`src/rtl/mem_arbiter.sv`:
```
// mem_arbiter: boot/run/lock arbiter sharing one single-port RAM between a CPU and a loader
module mem_arbiter #(
  parameter int ADDR_WIDTH = 8,
  parameter int DATA_WIDTH = 32
) (
  input  logic                  clk_i,
  input  logic                  rst_ni,
  input  logic                  boot_done_i,
  input  logic                  cpu_req_i,
  input  logic                  cpu_we_i,
  input  logic [ADDR_WIDTH-1:0] cpu_addr_i,
  input  logic [DATA_WIDTH-1:0] cpu_wdata_i,
  output logic                  cpu_gnt_o,
  output logic [DATA_WIDTH-1:0] cpu_rdata_o,
  output logic                  cpu_rvalid_o,
  input  logic                  ld_req_i,
  input  logic                  ld_we_i,
  input  logic                  ld_lock_i,
  input  logic [ADDR_WIDTH-1:0] ld_addr_i,
  input  logic [DATA_WIDTH-1:0] ld_wdata_i,
  output logic                  ld_gnt_o,
  output logic [DATA_WIDTH-1:0] ld_rdata_o,
  output logic                  ld_rvalid_o,
  output logic                  ram_en_o,
  output logic                  ram_we_o,
  output logic [ADDR_WIDTH-1:0] ram_addr_o,
  output logic [DATA_WIDTH-1:0] ram_wdata_o,
  input  logic [DATA_WIDTH-1:0] ram_rdata_i,
  output logic                  cpu_hold_o,
  output logic [1:0]            arb_state_o,
  output logic [15:0]           stall_cnt_o
);
  typedef enum logic [1:0] {BOOT = 2'b00, RUN = 2'b01, LOCK = 2'b10} state_e;
  state_e      state_q, state_d;
  logic        last_q, last_d;
  logic [1:0]  pend_q, pend_d;
  logic [15:0] stall_q, stall_d;
  // Grants, next state, ownership and read tracking; last_q=1 means loader owned the RAM last
  always_comb begin
    cpu_gnt_o = rst_ni & cpu_req_i & (state_q == RUN) & (~ld_req_i | last_q);
    ld_gnt_o  = rst_ni & ld_req_i & ((state_q != RUN) | ~cpu_req_i | ~last_q);
    state_d   = (state_q == BOOT) ? (boot_done_i ? RUN : BOOT) :
                (state_q == RUN)  ? ((ld_gnt_o & ld_lock_i) ? LOCK : RUN) :
                (state_q == LOCK) ? (ld_lock_i ? LOCK : RUN) : BOOT;
    last_d    = cpu_gnt_o ? 1'b0 : (ld_gnt_o | (state_q == LOCK)) ? 1'b1 : last_q;
    pend_d    = {ld_gnt_o & ~ld_we_i, cpu_gnt_o & ~cpu_we_i};
    stall_d   = (cpu_req_i & ~cpu_gnt_o & (stall_q != 16'hFFFF)) ? stall_q + 16'd1 : stall_q;
  end
  // State registers, cleared immediately by reset
  always_ff @(posedge clk_i or negedge rst_ni) begin
    if (!rst_ni) begin
      state_q <= BOOT;
      last_q  <= 1'b1;
      pend_q  <= 2'b00;
      stall_q <= 16'd0;
    end else begin
      state_q <= state_d;
      last_q  <= last_d;
      pend_q  <= pend_d;
      stall_q <= stall_d;
    end
  end
  assign ram_en_o     = cpu_gnt_o | ld_gnt_o;
  assign ram_we_o     = cpu_gnt_o ? cpu_we_i : ld_gnt_o & ld_we_i;
  assign ram_addr_o   = cpu_gnt_o ? cpu_addr_i : ld_gnt_o ? ld_addr_i : '0;
  assign ram_wdata_o  = cpu_gnt_o ? cpu_wdata_i : ld_gnt_o ? ld_wdata_i : '0;
  assign cpu_rvalid_o = pend_q[0];
  assign ld_rvalid_o  = pend_q[1];
  assign cpu_rdata_o  = pend_q[0] ? ram_rdata_i : '0;
  assign ld_rdata_o   = pend_q[1] ? ram_rdata_i : '0;
  assign cpu_hold_o   = state_q != RUN;
  assign arb_state_o  = state_q;
  assign stall_cnt_o  = stall_q;
endmodule
```
`config.mk`:
```
export PLATFORM = sky130hd
export DESIGN_NAME = mem_arbiter
export DESIGN_NICKNAME = d
export VERILOG_FILES = /design/src/rtl/mem_arbiter.sv
export SDC_FILE = /design/constraint.sdc
export NUM_CORES = 1
export LEC_CHECK = 0
export CAP_MARGIN = 20
export CELL_PAD_IN_SITES_DETAIL_PLACEMENT = 1
export CELL_PAD_IN_SITES_GLOBAL_PLACEMENT = 2
export CORE_MARGIN = 4
export CORE_UTILIZATION = 11
export DETAILED_ROUTE_END_ITERATION = 10
export PLACE_DENSITY_LB_ADDON = 0.25
export RECOVER_POWER = 50
export SLEW_MARGIN = 20
export SYNTH_ARGS = -nofsm -noshare
export SYNTH_HDL_FRONTEND = slang
export SYNTH_SLANG_ARGS = --single-unit
```
`constraint.sdc`:
```
create_clock -name clk_i -period 2.63 [get_ports clk_i]
set_clock_uncertainty 0.15 [all_clocks]
set_input_delay 0.526 -clock clk_i [delete_from_list [all_inputs] [get_ports clk_i]]
set_output_delay 0.526 -clock clk_i [all_outputs]
set_load 0.05 [all_outputs]
```
Word level (Yosys, flattened, before mapping)

Index checks and enable logic that the tools add are counted.
Widths: inputs -> output; s select.

Bits in registers: 21
Output and inout port bits: 129
Logic and storage cells: 48

$add $sub $neg: 1
Equal/unequal tests: 4
Mux-type cells: 15
Bitwise operators: 22
Reductions and logical operators: 2

Operators with widths:

| cell                  | number |
|---|---|
| $mux 32               | 4 |
| $add 16x1->16 const B | 1 |
| $mux 8                | 2 |
| $ne 16x16->1 const B  | 1 |
| $and 1x1->1           | 11 |
| $mux 2                | 5 |
| $not 1->1             | 6 |
| $or 1x1->1            | 5 |
| $mux 1                | 4 |
| $eq 2x1->1 const B    | 1 |
| $eq 2x2->1 const B    | 1 |
| $logic_not 2->1       | 1 |
| $ne 2x1->1 const B    | 1 |
| $reduce_bool 2->1     | 1 |

Depth between registers and ports, before layout

Gate-level depths: netlist (run 1).

Word-level depth: 8
Mapped depth: 5
Gate-level depth less buffers: 5

Worst setup path before layout (run 1)

Ideal clock, no wire load.

Kind: reg-to-output
Start: register state_q[0] (netlist: arb_state_o[0])
End: output ram_wdata_o[23]
Data arrival time: 2.401 ns
Setup slack: -0.447 ns
Cell stages (with the launch flop): 6
Cells stage by stage: dfrtp_1 nor2b_2 inv_1 nor2_2 buf_2 a22o_1

Word-level cells in the longest chain between the ends: 6
Elaborated cells on any way between the ends: 9
Those cells by class: eq/ne (2); mux (2); bitwise (5)

RTL lines:

| item                     | line | source |
|---|---|---|
| from (decl)              | 34   | `state_e state_q, state_d;` |
| from (signal assigned)   | 57   | `state_q <= state_d;` |
| $ne 2x1->1               | n/a  |  |
| net cpu_hold_o           | 29   | `output logic cpu_hold_o,` |
| $or 1x1->1 (2 in series) | 41   | `ld_gnt_o = rst_ni & ld_req_i & ((state_q != RUN) \| ~cpu_req_i \| ~last_q);` |
| $and 1x1->1              | 41   |  |
| $mux 32 (2 in series)    | 66   | `assign ram_wdata_o = cpu_gnt_o ? cpu_wdata_i : ld_gnt_o ? ld_wdata_i : '0;` |
| to (decl)                | 27   | `output logic [DATA_WIDTH-1:0] ram_wdata_o,` |

The timed path passes the listed nets, and every way through them passes these cells.

Final worst setup path (run 1)

Start: register state_q[1] (netlist: arb_state_o[1])
End: output ram_en_o

Word-level cells in the longest chain between the ends: 5
Elaborated cells on any way between the ends: 8
Those cells by class: eq/ne (2); bitwise (6)

RTL lines:

| item                     | line | source |
|---|---|---|
| $ne 2x1->1               | 41   |  |
| $or 1x1->1 (2 in series) | 41   |  |
| $and 1x1->1              | 41   |  |
| $or 1x1->1 (*)           | 63   | `assign ram_en_o = cpu_gnt_o \| ld_gnt_o;` |
| to (decl)                | 24   | `output logic ram_en_o,` |

Every way passes the cells marked *; elsewhere a longest branch is shown, timed or not.

==> results.json, run 1 <==
{
  "arrival_ns": 1.91,
  "hold_viol": 0,
  "rsz0062_at_grt": "true",
  "layout.nets": 608,
  "max-slew-margin-rel_pct": 62.3,
  "fin_total_pwr_mw": 3.48,
  "async_flop_share_pct": 100,
  "vias_per_cell": 4.03,
  "r2r-end": "stall_cnt_o[1]",
  "syn_area_mm2": 0.00192,
  "crit_path_start": "arb_state_o[1]",
  "path_clk_slew_ns": 0.06,
  "cp.required_ns": 1.95,
  "post-dp-hpwl_um": 10400,
  "yosysTopAreaCell": "dfrtp_1",
  "wirelength_um": 12900,
  "synth_edf_count": 0,
  "post_route_cells_drive_above_1_share_pct": 39.9,
  "dieWidth_um": 140,
  "ys_seq_elements": 21,
  "finalWorstSetupSlack_ns": 0.0440,
  "worstReg2RegStart": "stall_cnt_o[0]",
  "yosys_warnings": 0,
  "ys_seq_area_share_pct": 27.4,
  "wire_per_inst_um": 18.2,
  "crit_fanout": 20,
  "grt_pass1_vias": 3122,
  "crit_path_end": "ram_en_o",
  "worstSetupPathType": "flip-flop to output port",
  "synth_top_area_share_pct": 26.1,
  "die_h_um": 140,
  "ctsLongestPathBuffers": 2,
  "setup_viol": 0,
  "hp-class": "input port to async pin",
  "tightest_slew_ns": 0.561,
  "vias": 2866,
  "status": "finished, final reports clean",
  "ys_top_cells_by_area": "dfrtp_1 (26%), and2_1 (21%), a22o_1 (19%), xor2_1 (5.5%), nor3_1 (2.3%)",
  "cellLeakagePower_nw": 2.52,
  "grt_max_degree": 40,
  "worstSetupEndpointType": "output port",
  "synth_ff_type": "dfrtp_1",
  "initial_core_util_pct": 11.2,
  "synth_nets": 343,
  "drc": 0,
  "r2r_slack_ns": 0.61,
  "synthCells": 222,
  "fin_crit_ns": 2.59,
  "dieArea_mm2": 0.0196,
  "cts_root_buf": "clkbuf_16",
  "dr.pass1.iters": 4,
  "reg2reg_depth": 5,
  "drtIter0Drc": 73,
  "maxCapViolCount": 0,
  "start_kind": "flip-flop",
  "antenna_found_initial": 1,
  "fmax_ghz": 0.387,
  "cts_tree": "yes",
  "grt.total_usage_pct": 12.4,
  "ios": 249,
  "io_buffers": 248,
  "pwr_density_cell_mw_per_mm2": 561,
  "grt_first_pass_wirelength_um": 19400,
  "ys_types": 39,
  "clock_latency_ns": 0.25,
  "syn_to_final_growth_pct": 223,
  "rows": 48,
  "cts_buffers": 3,
  "ant_nets": 0,
  "place.gp.congestion": 0.767,
  "fp.coreArea_mm2": 0.0172,
  "num_antenna_cells": 0,
  "layout_worst_path_cycle_share_pct": 98.3,
  "htree_num_levels": 1,
  "drv_slew": 0,
  "grt.overflow.total": 0,
  "cts_num_sinks": 21,
  "syn_area_per_cell_um2": 8.65,
  "place_ws_ns": -0.119,
  "ir_worst_vdd_uv": 414
}
==> routing by layer <==
metal / vias to the layer above / global-route usage (%) / part of all wire [%] / wire [um]
met5: - / 0 / 0.093 / 12
met4: 2 / 2.70 / 2.2 / 286
met3: 18 / 4.92 / 9.8 / 1260
met2: 177 / 21.0 / 48 / 6230
met1: 1337 / 14.8 / 40 / 5140
li1: 1332 / - / - / -
==> worst max-delay path, cell delays in order (launching register included) <==
cell     delay [ns]
dfrtp_2        0.43
nor2b_4        0.21
a31oi_4        0.12
buf_4          0.16
buf_12         0.12
buf_16         0.15
or2_2          0.30
buf_12         0.16
==> kinds of logic (layout without fill, tap and decap cells) <==
logic type / after synthesis / in the layout / synth area share [%]
AOI/OAI and AO/OA: 50 / 50 / 23.2
DFF: 21 / 21 / 27.4
and+or+nand+nor: 113 / 113 / 36.4
muxes: 2 / 2 / 1.11
buffers and inverters: 21 / 285 / 4.82
adders and majority gates: 1 / 1 / 0.651
xor gates and xnor gates: 14 / 14 / 6.38
==> registers in the layout (all words and copies together), names as in the netlist <==
name and count:
arb_state_o 2, last_q 1, pend_q 2, stall_cnt_o 16
==> power breakdown <==
part	internal [mW]	switching (mW)
logic	1.18	1.40
registers	0.432	0.146
clock network	0.204	0.119
==> area by class of cell <==
| class | instances | area (um2) |
|---|---|---|
| Tap cell | 225 | 282 |
| Inverter | 6 | 26.3 |
| Clock inverter | 1 | 5.00 |
| Sequential cell | 21 | 529 |
| Clock buffer | 3 | 75.1 |
| Multi-Input combinational cell | 180 | 1380 |
| Timing Repair Buffer | 275 | 3910 |
| Fill cell | 1890 | 11000 |
==> stage by stage <==
stage / util [%] / TNS [ns] / instances / area (um2) / hold WS, ns
2_1_floorplan: - / -0.361 / 222 / 1980 / 0.0804
3_3_place_gp: 34.3 / -1.96 / 693 / 5890 / 0.351
3_5_place_dp: 34.3 / -3.58 / 693 / 5890 / 0.375
4_1_cts: 35.5 / 0 / 705 / 6100 / 0.281
5_1_grt: 36.1 / -0.0316 / 711 / 6200 / 0.309
6_report: 36.1 / 0 / 711 / 6200 / 0.276
==> synthesized netlist by cell type (all sizes together) (5+ instances only) <==
library cell / n
nor2b: 5
nand2: 9
dfrtp: 20
nor3: 9
clkbuf: 9
and2: 65
xor2: 12
nor4: 7
inv: 6
a22o: 41
buf: 6
==> worst min-delay path by stage <==
stage,startpoint,endpoint,slack [ns],cells after the start
2_1_floorplan,rst_ni,arb_state_o[0],0.08,0
3_3_place_gp,stall_cnt_o[15],stall_cnt_o[15],0.35,1
3_5_place_dp,stall_cnt_o[10],stall_cnt_o[10],0.38,1
4_1_cts,rst_ni,arb_state_o[0],0.28,2
5_1_grt,rst_ni,arb_state_o[0],0.31,2
6_report,rst_ni,arb_state_o[0],0.28,2
==> layout by cell type (no fill, tap or decap), types with 2 or more instances in the layout <==
| cell type | instances |
|---|---|
| buf_4 | 18 |
| nor2b_1 | 4 |
| buf_12 | 112 |
| nor3_1 | 9 |
| and3_1 | 2 |
| nand4_1 | 4 |
| dlygate4sd2_1 | 3 |
| inv_1 | 5 |
| dfrtp_2 | 2 |
| nand2_1 | 8 |
| xnor2_1 | 2 |
| and2_1 | 65 |
| clkdlybuf4s50_1 | 135 |
| clkbuf_16 | 5 |
| dfrtp_1 | 18 |
| buf_16 | 2 |
| nor4_1 | 5 |
| a22o_1 | 2 |
| xor2_1 | 12 |
| nand3_1 | 3 |
| a22o_2 | 38 |
| nor2_1 | 2 |
==> timing repair <==
item	CTS	global route
cloned	2	3
pin swaps	1	1
resized for setup	6	1
setup endpoints to repair	41	3
hold buffers	0	0
buffers inserted	6	3
Power figures use the tool's default switching activity.
==> run 2, diff against run 1 <==
--- a/config.mk
+++ b/config.mk
@@ -5,7 +5,6 @@
 export SDC_FILE = /design/constraint.sdc
 export NUM_CORES = 1
 export LEC_CHECK = 0
-export CAP_MARGIN = 20
 export CELL_PAD_IN_SITES_DETAIL_PLACEMENT = 1
 export CELL_PAD_IN_SITES_GLOBAL_PLACEMENT = 2
 export CORE_MARGIN = 4
==> results of run 2 <==
Final layout, timing and power as in run 1 (identical DEF).
